$ cat src/rtl/beam_scan_ctrl.sv
// beam_scan_ctrl: sweeps the beamformer steering index, measures |sample|
// energy per direction and locks onto the loudest direction.
module beam_scan_ctrl #(
    parameter int N_DIR          = 32,
    parameter int SEL_W          = 5,
    parameter int DATA_W         = 8,
    parameter int DWELL_SAMPLES  = 256,
    parameter int SETTLE_SAMPLES = 16,
    parameter int ACC_W          = DATA_W + $clog2(DWELL_SAMPLES)
) (
    input  logic              clk,
    input  logic              rst_n,
    input  logic              sample_valid,
    input  logic [DATA_W-1:0] sample,
    input  logic              scan_start,
    input  logic              manual_en,
    input  logic [SEL_W-1:0]  manual_sel,
    output logic [SEL_W-1:0]  delay_select,
    output logic              scan_busy,
    output logic              scan_done,
    output logic [SEL_W-1:0]  best_dir,
    output logic [ACC_W-1:0]  best_energy
);

    localparam int MAG_W   = DATA_W + 1;
    localparam int CNT_MAX = (DWELL_SAMPLES > SETTLE_SAMPLES) ?
                             DWELL_SAMPLES : SETTLE_SAMPLES;
    localparam int CNT_W   = (CNT_MAX > 1) ? $clog2(CNT_MAX) : 1;

    localparam logic [CNT_W-1:0] SET_LAST = CNT_W'(SETTLE_SAMPLES - 1);
    localparam logic [CNT_W-1:0] DW_LAST  = CNT_W'(DWELL_SAMPLES - 1);
    localparam logic [SEL_W-1:0] DIR_LAST = SEL_W'(N_DIR - 1);

    typedef enum logic [2:0] {
        IDLE,
        SETTLE,
        MEASURE,
        COMPARE,
        DONE
    } state_t;

    state_t           state_q, state_d;
    logic [SEL_W-1:0] dir_idx_q, dir_idx_d;
    logic [CNT_W-1:0] cnt_q, cnt_d;
    logic [ACC_W-1:0] acc_q, acc_d;
    logic [ACC_W-1:0] run_best_q, run_best_d;
    logic [SEL_W-1:0] run_best_dir_q, run_best_dir_d;
    logic [SEL_W-1:0] best_dir_q, best_dir_d;
    logic [ACC_W-1:0] best_energy_q, best_energy_d;
    logic             locked_q, locked_d;
    logic [SEL_W-1:0] delay_select_q, delay_select_d;
    logic             scan_busy_q, scan_busy_d;
    logic             scan_done_q, scan_done_d;
    logic [MAG_W-1:0] mag;

    // Absolute value widened by one bit so the most negative sample does not wrap
    always_comb begin
        mag = {1'b0, sample};
        if (sample[DATA_W-1]) begin
            mag = {1'b0, ~sample} + MAG_W'(1);
        end
    end

    // Sweep FSM: settle, measure, compare per direction, then publish the winner
    always_comb begin
        state_d        = state_q;
        dir_idx_d      = dir_idx_q;
        cnt_d          = cnt_q;
        acc_d          = acc_q;
        run_best_d     = run_best_q;
        run_best_dir_d = run_best_dir_q;
        best_dir_d     = best_dir_q;
        best_energy_d  = best_energy_q;
        locked_d       = locked_q;
        scan_done_d    = 1'b0;
        unique case (state_q)
            IDLE: begin
                if (scan_start) begin
                    state_d        = SETTLE;
                    dir_idx_d      = '0;
                    cnt_d          = '0;
                    run_best_d     = '0;
                    run_best_dir_d = '0;
                end
            end
            SETTLE: begin
                if (sample_valid) begin
                    if (cnt_q == SET_LAST) begin
                        state_d = MEASURE;
                        cnt_d   = '0;
                        acc_d   = '0;
                    end else begin
                        cnt_d = cnt_q + CNT_W'(1);
                    end
                end
            end
            MEASURE: begin
                if (sample_valid) begin
                    acc_d = acc_q + ACC_W'(mag);
                    if (cnt_q == DW_LAST) begin
                        state_d = COMPARE;
                    end else begin
                        cnt_d = cnt_q + CNT_W'(1);
                    end
                end
            end
            COMPARE: begin
                if (acc_q > run_best_q) begin
                    run_best_d     = acc_q;
                    run_best_dir_d = dir_idx_q;
                end
                if (dir_idx_q == DIR_LAST) begin
                    state_d       = DONE;
                    best_dir_d    = run_best_dir_d;
                    best_energy_d = run_best_d;
                    locked_d      = 1'b1;
                    scan_done_d   = 1'b1;
                end else begin
                    state_d   = SETTLE;
                    dir_idx_d = dir_idx_q + SEL_W'(1);
                    cnt_d     = '0;
                end
            end
            DONE: begin
                state_d = IDLE;
            end
            default: begin
                state_d = IDLE;
            end
        endcase
    end

    // Output selection: sweep index while busy, else manual or locked direction
    always_comb begin
        scan_busy_d    = (state_d != IDLE);
        delay_select_d = '0;
        if (state_q != IDLE) begin
            delay_select_d = dir_idx_q;
        end else if (manual_en) begin
            delay_select_d = manual_sel;
        end else if (locked_q) begin
            delay_select_d = best_dir_q;
        end
    end

    // State and output registers
    always_ff @(posedge clk or negedge rst_n) begin
        if (!rst_n) begin
            state_q        <= IDLE;
            dir_idx_q      <= '0;
            cnt_q          <= '0;
            acc_q          <= '0;
            run_best_q     <= '0;
            run_best_dir_q <= '0;
            best_dir_q     <= '0;
            best_energy_q  <= '0;
            locked_q       <= 1'b0;
            delay_select_q <= '0;
            scan_busy_q    <= 1'b0;
            scan_done_q    <= 1'b0;
        end else begin
            state_q        <= state_d;
            dir_idx_q      <= dir_idx_d;
            cnt_q          <= cnt_d;
            acc_q          <= acc_d;
            run_best_q     <= run_best_d;
            run_best_dir_q <= run_best_dir_d;
            best_dir_q     <= best_dir_d;
            best_energy_q  <= best_energy_d;
            locked_q       <= locked_d;
            delay_select_q <= delay_select_d;
            scan_busy_q    <= scan_busy_d;
            scan_done_q    <= scan_done_d;
        end
    end

    assign delay_select = delay_select_q;
    assign scan_busy    = scan_busy_q;
    assign scan_done    = scan_done_q;
    assign best_dir     = best_dir_q;
    assign best_energy  = best_energy_q;

endmodule

$ cat config.mk
export PLATFORM = sky130hd
export DESIGN_NAME = beam_scan_ctrl
export DESIGN_NICKNAME = d
export VERILOG_FILES = /design/src/rtl/beam_scan_ctrl.sv
export SDC_FILE = /design/constraint.sdc
export NUM_CORES = 1
export LEC_CHECK = 0
export CORE_AREA = 10 10 100 102
export CTS_BUF_LIST = sky130_fd_sc_hd__clkbuf_8
export DETAILED_ROUTE_END_ITERATION = 10
export DIE_AREA = 0 0 110 112
export GPL_ROUTABILITY_DRIVEN = 0
export PLACE_DENSITY = 0.91
export SYNTH_ARGS = -nofsm -noshare
export SYNTH_HDL_FRONTEND = slang
export SYNTH_SLANG_ARGS = --single-unit
export TNS_END_PERCENT = 50
$ cat constraint.sdc
create_clock -name clk -period 3.43 [get_ports clk]
set_clock_uncertainty 0.15 [all_clocks]
set_input_delay 0.8575 -clock clk [delete_from_list [all_inputs] [get_ports clk]]
set_output_delay 0.8575 -clock clk [all_outputs]
set_load 0.02 [all_outputs]
==> flow_summary_export.csv <==
group,metric,value,unit
yosys,mappedNetlistNets,535,
power_and_ir_drop,leakage,2.46,nW
floorplanning,die_w,110,um
yosys,mappedNetlistArea,4630,um^2
yosys,synth_edf_count,0,
timing,slew_headroom,33.2,%
yosys,yosys_register_bits,82,
worst_setup_path,critical_path.endpoint_type,"register",
drt,wirelength_met1,4480,um
global_route,maximum_number_of_pins_on_one_net_before_global_route_repair,83,
yosys,ys_seq_area_share,44.3,%
yosys,synthesis.area_per_instance,9.53,um^2
clock_tree,clk_pin_slew_worst_paths,80,ps
placement,buffer_ports.inserted,45,
drt,met2WireLength,5070,um
layout,antennaDiodeCount,0,
yosys,post_synth_num_cell_types,46,
timing,grt_setup_unrepaired,"no",
yosys,dominantRegCellSynth,"sky130_fd_sc_hd__dfrtp_1",
timing,fmaxAchievable,307,MHz
worst_setup_path,critPathKind,"input port to register",
layout,drive_above_1_share,9.37,%
drt,routed_via_count,3820,
floorplanning,dieHeight,112,um
drt,drtAntennaViolNets,0,
timing,min_period_over_period,94.9,%
clock_tree,worst_skew_pair_later_pin_latency,360,ps
clock_tree,cts_buffers,9,
layout,fin_util,69.0,%
layout,areaGrowthSynthToFinish,20.0,%
floorplanning,coreArea,8050,um^2
global_route,groute.usage.overall,17.5,%
layout,layout_common_cells,"sky130_fd_sc_hd__dfrtp_1, sky130_fd_sc_hd__a21oi_1, sky130_fd_sc_hd__clkdlybuf4s50_1",
drt,top_signal_layer_used,"met4",
clock_tree,cts_num_sinks,82,
worst_setup_path,crit_fanout,4,
clock_tree,clk_path_buf_depth,2,
yosys,synthCells,486,
yosys,synthesis.yosys.warnings,0,
worst_setup_path,worst-endpoint-required,3520,ps
timing,maxSlewViolCount,0,
yosys,synth_async_sr_flop_share,100,%
layout,mostFrequentLayoutCell,"sky130_fd_sc_hd__dfrtp_1",
layout,nets,599,
floorplanning,initial_core_util,57.5,%
outcome,status,"finished, final reports clean",
timing,finalSetupViolations,0,
timing,worst_pin_slew,1000,ps
hold_path,min_path_type,"register to register",
global_route,grt_first_pass_wirelength,17700,um
drt,routed_wirelength_normalized_by_instance_count,15.9,um
global_route,grt_overflow_total,0,
power_and_ir_drop,worst_ir_drop_vdd,0.329,mV
drt,routed_wl,10500,um
timing,timing.final.ws_setup,175,ps
drt,met3RoutedLength,650,um
power_and_ir_drop,power-per-cell-area,582,nW/um^2
job,maxCapViolCount,0,
clock_tree,cts_tree,"yes",
clock_tree,clk_root_buffer_cell,"sky130_fd_sc_hd__clkbuf_8",
drt,post-route-drc-count,0,
drt,via_per_inst,5.79,
placement,placement.setup.worst_slack,-236,ps
floorplanning,design.portCount,46,
floorplanning,rows,33,
timing,finalHoldViolations,0,
global_route,initial_antenna_violation_count,0,
timing,period_minus_slack,3250,ps
drt,number_of_drc_violations_after_detailed_routing_iteration_0,188,
worst_setup_path,crit_start_category,"input port",
global_route,grt_pass1_vias,3808,
drt,first_pass_iters,7,
clock_tree,cts_max_level,3,
worst_setup_path,arrival,3350,ps
placement,place.detailed.hpwl,7530,um
floorplanning,die_footprint,12300,um^2
-- final cells by class --
type,count,area [um^2]
timing repair buffer,69,628
clock inverter,6,66.3
tap,105,131
multi-input combinational,355,2420
clock buffer,10,138
fill,592,2490
sequential,82,2050
inverter,33,124
-- through the flow --
step	instance area (um^2)	setup TNS (ps)	hold slack [ps]	cells	total power, mW
final	5560	0	362	660	3.23
after global placement	5340	-324	320	644	2.44
after global routing	5560	0	379	660	3.44
after floorplan	4630	0	304	486	2.15
after CTS	5550	0	361	660	3.24
after detailed placement	5340	-1350	343	644	2.51
-- registers in the layout, indices dropped and copies added, names as in the netlist, 3 cells and up --
| register | cells |
|---|---|
| run_best_q | 16 |
| state_q | 3 |
| cnt_q | 8 |
| run_best_dir_q | 5 |
| acc_q | 16 |
| best_energy | 16 |
| dir_idx_q | 5 |
| best_dir | 5 |
| delay_select | 5 |
-- path summary, 6_finish.rpt --
path	start	endpoint	slack [ps]	cells after the start
worst max-delay path	sample[2]	acc_q[12]	180	10
worst min-delay path	locked_q	locked_q	360	1
worst max register to register	acc_q[14]	run_best_q[15]	630	8
worst min register to register	locked_q	locked_q	360	1
max in group asynchronous	rst_n	acc_q[15]	1980	1
min in group asynchronous	rst_n	best_energy[5]	510	1
-- cells by family (layout without fill, tap and decap cells) --
group,Yosys count,after routing,share of synthesized area [%]
AOI/OAI and AO/OA,114,114,14.6
xor gates and xnor gates,20,20,3.78
adders and majority gates,31,31,8.53
buffers and inverters,49,118,4.13
DFF,82,82,44.3
muxes,43,43,9.59
other,1,1,0.0809
and+or+nand+nor,146,146,15.0
-- synthesized netlist by cell type (all sizes together), types with 3 or more instances --
library cell / n / share of area, %
dfrtp: 82 / 44
a21oi: 55 / 5.9
nor2: 44 / 3.6
nand2: 42 / 3.4
inv: 33 / 2.7
mux2i: 32 / 6.9
ha: 30 / 8.1
o21ai: 29 / 3.1
xnor2: 14 / 2.6
mux2: 11 / 2.7
clkbuf: 10 / 0.81
nand3: 10 / 1.1
nor3: 9 / 0.97
nor2b: 7 / 0.95
o31ai: 7 / 1.7
buf: 6 / 0.65
nand2b: 6 / 0.81
xor2: 6 / 1.1
and3: 5 / 0.68
nand4: 5 / 0.68
a22oi: 4 / 0.65
o211ai: 4 / 0.65
o21a: 4 / 0.65
a211oi: 3 / 0.49
or2: 3 / 0.41
or3: 3 / 0.41
-- where the power goes --
part	switching, mW	internal [mW]
sequential	0.139	1.12
combinational	0.711	0.547
clock	0.359	0.357
-- timing repair --
action,in CTS,in global routing
resized for setup,0,4
setup buffers,0,0
hold buffers,0,0
endpoints found under the setup margin,0,2
-- layer usage --
metal  vias to the layer above  GRT usage, %
met4                         0          7.90
met2                       134          29.0
met5                         -             0
met1                      1821          21.1
li1                       1837             -
met3                        28          3.69
-- worst max-delay path, cell delays in order --
cell                              delay, ps
sky130_fd_sc_hd__clkdlybuf4s50_1        410
sky130_fd_sc_hd__or3_1                  430
sky130_fd_sc_hd__nor4_1                 410
sky130_fd_sc_hd__ha_1                   360
sky130_fd_sc_hd__a211oi_1               230
sky130_fd_sc_hd__o32ai_1                120
sky130_fd_sc_hd__o21ai_1                220
sky130_fd_sc_hd__nor3_1                  90
sky130_fd_sc_hd__xnor2_1                180
sky130_fd_sc_hd__nor2_1                  50
No activity file was read; power rests on OpenSTA's default activity.
